### src/rtl/wb_initiator_pkg.sv
// Shared types for the Wishbone single-transaction initiator: FSM states and
// response status encodings.
package wb_initiator_pkg;

  typedef enum logic [1:0] {
    StIdle = 2'd0,
    StReq  = 2'd1,
    StWait = 2'd2,
    StResp = 2'd3
  } state_e;

  typedef logic [1:0] rsp_status_t;

  localparam rsp_status_t StatusOk      = 2'b00;
  localparam rsp_status_t StatusBusErr  = 2'b01;
  localparam rsp_status_t StatusTimeout = 2'b10;

endpackage

### src/rtl/wb_initiator.sv
// Wishbone pipelined single-transaction initiator. Accepts one command, runs
// one bus cycle (with stall handling and a timeout), and returns one response.
module wb_initiator
  import wb_initiator_pkg::*;
#(
  parameter int unsigned AW      = 30,
  parameter int unsigned TIMEOUT = 255
) (
  input  logic          i_clk,
  input  logic          i_reset_n,

  input  logic          i_cmd_valid,
  output logic          o_cmd_ready,
  input  logic          i_cmd_we,
  input  logic [AW-1:0] i_cmd_addr,
  input  logic [31:0]   i_cmd_data,
  input  logic [3:0]    i_cmd_sel,

  output logic          o_rsp_valid,
  input  logic          i_rsp_ready,
  output logic [31:0]   o_rsp_data,
  output logic [1:0]    o_rsp_status,

  output logic          o_wb_cyc,
  output logic          o_wb_stb,
  output logic          o_wb_we,
  output logic [AW-1:0] o_wb_addr,
  output logic [31:0]   o_wb_data,
  output logic [3:0]    o_wb_sel,
  input  logic          i_wb_ack,
  input  logic          i_wb_stall,
  input  logic          i_wb_err,
  input  logic [31:0]   i_wb_data
);

  // Smallest counter that can hold TIMEOUT; it stops at TIMEOUT so never wraps.
  localparam int unsigned CntW = $clog2(TIMEOUT + 1);
  localparam logic [CntW-1:0] TimeoutVal = CntW'(TIMEOUT);

  state_e          r_state;
  logic [CntW-1:0] r_cnt;
  logic            r_cyc;
  logic            r_stb;
  logic            r_we;
  logic [AW-1:0]   r_addr;
  logic [31:0]     r_data;
  logic [3:0]      r_sel;
  logic            r_rsp_valid;
  logic [31:0]     r_rsp_data;
  rsp_status_t     r_rsp_status;

  logic            w_done;
  logic            w_timeout;

  // Bus completion and timeout detection; ack/err beat a same-cycle timeout.
  always_comb begin
    w_done    = i_wb_ack || i_wb_err;
    w_timeout = !w_done && (r_cnt == TimeoutVal);
  end

  // Transaction FSM with all bus/response outputs registered.
  always_ff @(posedge i_clk) begin
    if (!i_reset_n) begin
      r_state      <= StIdle;
      r_cnt        <= '0;
      r_cyc        <= 1'b0;
      r_stb        <= 1'b0;
      r_we         <= 1'b0;
      r_addr       <= '0;
      r_data       <= '0;
      r_sel        <= '0;
      r_rsp_valid  <= 1'b0;
      r_rsp_data   <= '0;
      r_rsp_status <= StatusOk;
    end else begin
      unique case (r_state)
        StIdle: begin
          if (i_cmd_valid) begin
            r_we    <= i_cmd_we;
            r_addr  <= i_cmd_addr;
            r_data  <= i_cmd_data;
            r_sel   <= i_cmd_sel;
            r_cnt   <= '0;
            r_cyc   <= 1'b1;
            r_stb   <= 1'b1;
            r_state <= StReq;
          end
        end
        StReq, StWait: begin
          if (w_done) begin
            r_cyc       <= 1'b0;
            r_stb       <= 1'b0;
            r_rsp_valid <= 1'b1;
            r_state     <= StResp;
            if (i_wb_err) begin
              r_rsp_status <= StatusBusErr;
              r_rsp_data   <= '0;
            end else begin
              r_rsp_status <= StatusOk;
              r_rsp_data   <= r_we ? 32'h0 : i_wb_data;
            end
          end else if (w_timeout) begin
            r_cyc        <= 1'b0;
            r_stb        <= 1'b0;
            r_rsp_valid  <= 1'b1;
            r_rsp_status <= StatusTimeout;
            r_rsp_data   <= '0;
            r_state      <= StResp;
          end else begin
            r_cnt <= r_cnt + CntW'(1);
            if ((r_state == StReq) && !i_wb_stall) begin
              r_stb   <= 1'b0;
              r_state <= StWait;
            end
          end
        end
        StResp: begin
          if (i_rsp_ready) begin
            r_rsp_valid <= 1'b0;
            r_state     <= StIdle;
          end
        end
        default: r_state <= StIdle;
      endcase
    end
  end

  // Ready is gated by reset so it reads low for the whole reset assertion.
  assign o_cmd_ready  = i_reset_n && (r_state == StIdle);
  assign o_rsp_valid  = r_rsp_valid;
  assign o_rsp_data   = r_rsp_data;
  assign o_rsp_status = r_rsp_status;
  assign o_wb_cyc     = r_cyc;
  assign o_wb_stb     = r_stb;
  assign o_wb_we      = r_we;
  assign o_wb_addr    = r_addr;
  assign o_wb_data    = r_data;
  assign o_wb_sel     = r_sel;

endmodule

### config.mk
export PLATFORM = sky130hd
export DESIGN_NAME = wb_initiator
export DESIGN_NICKNAME = d
export VERILOG_FILES = /design/src/rtl/wb_initiator_pkg.sv /design/src/rtl/wb_initiator.sv
export SDC_FILE = /design/constraint.sdc
export NUM_CORES = 1
export LEC_CHECK = 0
export BUFFER_PORTS_ARGS = -buffer_cell sky130_fd_sc_hd__buf_2
export CAP_MARGIN = 5
export CORE_ASPECT_RATIO = 1.2
export CORE_UTILIZATION = 49
export CTS_BUF_LIST = sky130_fd_sc_hd__clkbuf_16
export DETAILED_ROUTE_END_ITERATION = 10
export GPL_ROUTABILITY_DRIVEN = 0
export PLACE_DENSITY_LB_ADDON = 0.3
export SLEW_MARGIN = 25
export SYNTH_ARGS = -nofsm -noshare
export SYNTH_HDL_FRONTEND = slang
export SYNTH_SLANG_ARGS = --single-unit
### constraint.sdc
create_clock -name i_clk -period 3.7 [get_ports i_clk]
set_input_delay 0.37 -clock i_clk [delete_from_list [all_inputs] [get_ports i_clk]]
set_output_delay 0.37 -clock i_clk [all_outputs]
set_load 0.02 [all_outputs]
# After elaboration in Yosys (flattened, before gate mapping)
# Index checks and enable logic that the tools add are counted.
[word_totals] romBits=0 mem_bits_rw=0 reg_bits=114 elab_cells=69 in_bits=106 latch_bits=0 out_inout_bits=105 n_memories=0
[op_classes] bitwise=0 shifts=0 addsub=1 mux=29 n_reduce_logical=18 div=0 order_cmp=0 mul=0 n_eq_ne=10
[ops] operator="$mux 32" n=4
[ops] operator="$mux 8" n=3
[ops] operator="$pmux 8 s2" n=1
[ops] operator="$mux 2" n=7
[ops] operator="$reduce_and 3->1" n=4
[ops] operator="$mux 1" n=10
[ops] operator="$add 8x1->8 const B" n=1
[ops] operator="$eq 8x8->1 const B" n=1
[ops] operator="$ne 2x2->1 const B" n=4
[ops] operator="$pmux 1 s2" n=3
[ops] operator="$pmux 2 s3" n=1
[ops] operator="$reduce_bool 2->1" n=3
[ops] operator="$eq 2x2->1 const B" n=2
[ops] operator="$ne 4x4->1 const B" n=1
[ops] operator="$reduce_and 2->1" n=2
[ops] operator="$reduce_and 4->1" n=1
[ops] operator="$logic_and 1x1->1" n=3
[ops] operator="$ne 3x3->1 const B" n=1
[ops] operator="$eq 2x1->1 const B" n=1
[ops] operator="$logic_not 1->1" n=2
[ops] operator="$logic_not 2->1" n=1
[ops] operator="$reduce_or 2->1" n=1
[ops] operator="$logic_or 1x1->1" n=1

# Logic depth before layout (Yosys ltp)
[logic_depth] ltp_word=6 mapped_depth=8 ltp_nobuf=6

# Least setup slack after synthesis
# No wires, ideal clock.
[synth_timing] path_kind="flip-flop to flip-flop" startpoint="register r_state[0]" endpoint="register r_rsp_data[21], in the netlist o_rsp_data[21]" setup_time_ns=0.065 path_buffers=2 t_required_ns=3.635 synth_period_minus_slack_ns=1.768 t_arrival_ns=1.703 path_stages_with_launch=9 slack_ns=1.932 path_cell_list="dfxtp_1 inv_1 ha_1 and4_1 a21oi_1 buf_2 buf_2 a22oi_1 nor2_1"
[synth_via] elab_chain_cells=3 elab_cells_between_ends=4 classes_between="2 x eq/ne; 2 x reduce/logical"
[synth_rtl] item="from (decl)" line="wb_initiator.sv:40" source="state_e r_state;"
[synth_rtl] item="from (signal assigned)" line="wb_initiator.sv:64" source="r_state <= StIdle;"
[synth_rtl] item="from (signal assigned)" line="wb_initiator.sv:86" source="r_state <= StReq;"
[synth_rtl] item="from (signal assigned)" line="wb_initiator.sv:94" source="r_state <= StResp;"
[synth_rtl] item="$eq 2x1->1 or $eq 2x2->1 (tied branches)" line="wb_initiator.sv:76" source="unique case (r_state)"
[synth_rtl] item="$reduce_or 2->1 (*)" line="wb_initiator.sv:76"
[synth_rtl] item="$reduce_and 2->1 (no line) (*)"
[synth_rtl] item="to (signal assigned)" line="wb_initiator.sv:100" source="r_rsp_data <= r_we ? 32'h0 : i_wb_data;"
[synth_rtl] item="to (decl)" line="wb_initiator.sv:49" source="logic [31:0] r_rsp_data;"
# Every way passes the cells marked *; elsewhere a longest branch is shown, timed or not.
# A chain may end at the register's enable or synchronous reset.

# Worst setup path in the final report
[layout_timing] startpoint="register r_state[0]" endpoint="register r_rsp_data[8], in the netlist o_rsp_data[8]"
# The elaborated chain is that of the path after synthesis.

==> results.sh <==
export IMPL_p_seq_frac=0.358
export IMPL_clock_sinks=114
export IMPL_leakage_nw=2.76
export IMPL_yosysUniqueCellTypes=40
export IMPL_place_hpwl_um=7920
export IMPL_drv_slew=0
export IMPL_instances_no_fill=834
export IMPL_synth_edf_count=0
export IMPL_vdd_drop_max_v=0.000376
export IMPL_clockPowerShare=0.304
export IMPL_die_area_mm2=0.00914
export IMPL_switching_share=0.368
export IMPL_synth_top_area_share=0.532
export IMPL_cts_resized_gates=0
export IMPL_io_pins=211
export IMPL_start_util=0.504
export IMPL_cts_hold_buf=0
export IMPL_die_h_um=105
export IMPL_timing_max_cap_violations=0
export IMPL_drcViolationCount=0
export IMPL_final_util=0.690
export IMPL_ant_nets=0
export IMPL_worstPathArrival_ns=2.80
export IMPL_worstHoldEndpoint="o_wb_data[22]$_SDFFE_PN0P_"
export IMPL_synth_top_cell_by_area="dfxtp_1"
export IMPL_post_cts_buffers=0
export IMPL_dp_cells=805
export IMPL_power_density_mw_per_mm2=741
export IMPL_endpoint_kind="flop"
export IMPL_holdWs_ns=0.208
export IMPL_worstPathCellList="inv_1, ha_1, nor4bb_4, buf_4, a22oi_1, nor2_1"
export IMPL_grt_pass1_vias=4027
export IMPL_cp_top_family="adder cells"
export IMPL_detail_route_first_pass_iterations=5
export IMPL_vias=4332
export IMPL_syn_area_mm2=0.00429
export IMPL_grt_max_degree=68
export IMPL_finalSetupViolations=0
export IMPL_layout_worst_path_cycle_share=0.670
export IMPL_finalHoldViolCount=0
export IMPL_overflow=0
export IMPL_fin_skew_ns=0.00811
export IMPL_layout_drive_gt1_share=0.349
export IMPL_clock_path_buffers=2
export IMPL_layout_nets=819
export IMPL_stdcell_area_mm2=0.00588
export IMPL_syn_avg_cell_area_um2=8.41
export IMPL_area_growth_pct=37.1
export IMPL_combPwrFrac=0.338
export IMPL_switchingPower_mw=1.60
export IMPL_synthFlopType="dfxtp_1"
export IMPL_synth_seq_area_share=0.532
export IMPL_path_buf_inv=2
export IMPL_critical_path_slowest_cell="ha_1"
export IMPL_cts_tree="yes"
export IMPL_cts_htree_levels=4
export IMPL_via_per_inst=5.19
export IMPL_pre_cts_ws_ns=1.26
export IMPL_async_flop_share=0
export IMPL_setup_slack_ns=1.22
export IMPL_cts_clk_slew_worst_paths_ns=0.05
export IMPL_antenna_diode_count=0
export IMPL_rsz0062_at_grt="false"
export IMPL_internal_power_mw=2.75
export IMPL_maxSlewHeadroom=0.388
export IMPL_synth_seq_cells=114
export IMPL_rr_startpoint="r_state[0]$_SDFFE_PN0P_"
export IMPL_setup_tns_final_ns=0
export IMPL_worstMarginPinSlew_ns=0.915
export IMPL_routedWlPerCell_um=13.7
export IMPL_cp_max_fo=25
export IMPL_die_width_um=87.4
export IMPL_core_area_mm2=0.00852
export IMPL_antenna_found_initial=0
export IMPL_grt_pass1_wl_um=18100
export IMPL_clock_latency_ns=0.40
export IMPL_drt_iter0_drc=233
export IMPL_synth_fp_nets=622
export IMPL_synthCells=510
export IMPL_cts_root_buf="clkbuf_16"
export IMPL_wl_um=11500
export IMPL_rows=37
export IMPL_placed_area_mm2=0.00540
export IMPL_yosys_warnings=0
export IMPL_portBuffers=210
export IMPL_holdPathStages=3
export IMPL_numCtsBuffers=17
export IMPL_crit_path_start_kind="flop"
export IMPL_power_total_mw=4.36
export IMPL_layout_min_cycle_time_ns=2.48
export IMPL_slowest_delay_ns=0.76
export IMPL_fmax_ghz=0.404
export IMPL_reg2regPathDepth=6
export IMPL_r2r_end="o_rsp_data[8]$_SDFFE_PN0P_"
export IMPL_cp_required_ns=4.02
export IMPL_r2r_setup_slack_ns=1.22
export IMPL_outcome="complete, no violations"
export IMPL_synthTopCellsByArea="dfxtp_1, nand2_1, a21oi_1, a22oi_1, nor2_1"
export IMPL_grtUsageTotal=0.254
export IMPL_hp_start="i_cmd_data[22]"
export IMPL_hold_class="primary input to flop"
export IMPL_criticalPathCategory="flop to flop"
[layout by cell type (no fill, tap or decap), drive strengths merged, types with 3 or more instances in the layout]
master	n
nor2	36
a22oi	33
nand2	147
nand4	3
clkinv	8
nand3b	4
dfxtp	114
ha	6
o211ai	3
clkbuf	17
a21oi	72
buf	216
nand3	11
mux2i	6
inv	6
[worst max path at each step]
| stage | from | endpoint | slack [ns] | cells past startpoint |
|---|---|---|---|---|
| final | r_state[0]$_SDFFE_PN0P_ | o_rsp_data[8]$_SDFFE_PN0P_ | 1.22 | 6 |
| after global routing | r_state[0]$_SDFFE_PN0P_ | o_rsp_data[27]$_SDFFE_PN0P_ | 1.02 | 6 |
| after CTS | r_state[0]$_SDFFE_PN0P_ | o_rsp_data[9]$_SDFFE_PN0P_ | 1.25 | 6 |
| after detailed placement | r_state[0]$_SDFFE_PN0P_ | o_rsp_data[8]$_SDFFE_PN0P_ | 1.26 | 6 |
| after global placement | r_state[0]$_SDFFE_PN0P_ | o_rsp_data[18]$_SDFFE_PN0P_ | 1.37 | 6 |
| after floorplan | r_state[0]$_SDFFE_PN0P_ | o_rsp_data[21]$_SDFFE_PN0P_ | 1.93 | 8 |
[state kept, by name, summed over array words and instances (netlist names)]
name          flops
o_wb_addr        30
o_rsp_valid       1
o_wb_data        32
r_cnt             8
o_wb_stb          1
r_state           2
o_wb_sel          4
o_rsp_status      2
o_rsp_data       32
o_wb_we           1
o_wb_cyc          1
[per-layer routing]
metal,part of all wire,GRT usage
met1,0.40,0.277
met2,0.49,0.429
met3,0.085,0.103
met4,0.018,0.109
met5,0,0
[worst min-delay path: stages]
cell and delay (ns):
buf_2 0.09, nand2_1 0.04, a21oi_1 0.05
[cells in the mapped netlist, types with 2 or more instances]
master	count
nand3b_1	4
a31o_2	2
and4_1	2
nand3_1	11
o211ai_1	3
or3_1	2
mux2i_1	6
dfxtp_1	114
clkbuf_1	25
nor2_1	35
buf_1	2
ha_1	6
nand4b_1	2
and3_1	2
a31oi_1	2
nand4_1	3
buf_2	11
a21oi_1	72
o21a_1	2
a21o_1	2
o311ai_0	2
nand2_1	147
inv_1	3
a22oi_1	33
and2_1	2
[cells by family after synthesis]
| kind of cell | Yosys count | synth area share |
|---|---|---|
| adder cells (fa/ha/maj) | 6 | 0.0175 |
| AO/OA/AOI/OAI | 123 | 0.179 |
| AND/OR/NAND/NOR | 217 | 0.211 |
| flip-flops | 114 | 0.532 |
| buffers and inverters | 42 | 0.0400 |
| multiplexers | 8 | 0.0201 |
[power by group through the flow]
stage                     Clock (mW)  Combinational, mW  Sequential (mW)
final                           1.32               1.47             1.56
after global routing            1.41               1.61             1.58
after CTS                       1.35               1.48             1.56
after detailed placement           0               1.47             1.58
after global placement             0               1.43             1.57
after floorplan                    0              0.799             1.81
[final cells by class]
type,instances,area (um2)
Clock buffer,17,425
Clock inverter,12,55.1
Fill cell,737,2640
Inverter,4,15.0
Multi-Input combinational cell,354,1860
Sequential cell,114,2280
Tap cell,117,146
Timing Repair Buffer,216,1100
Note: power is estimated with default switching activity, not from simulation.
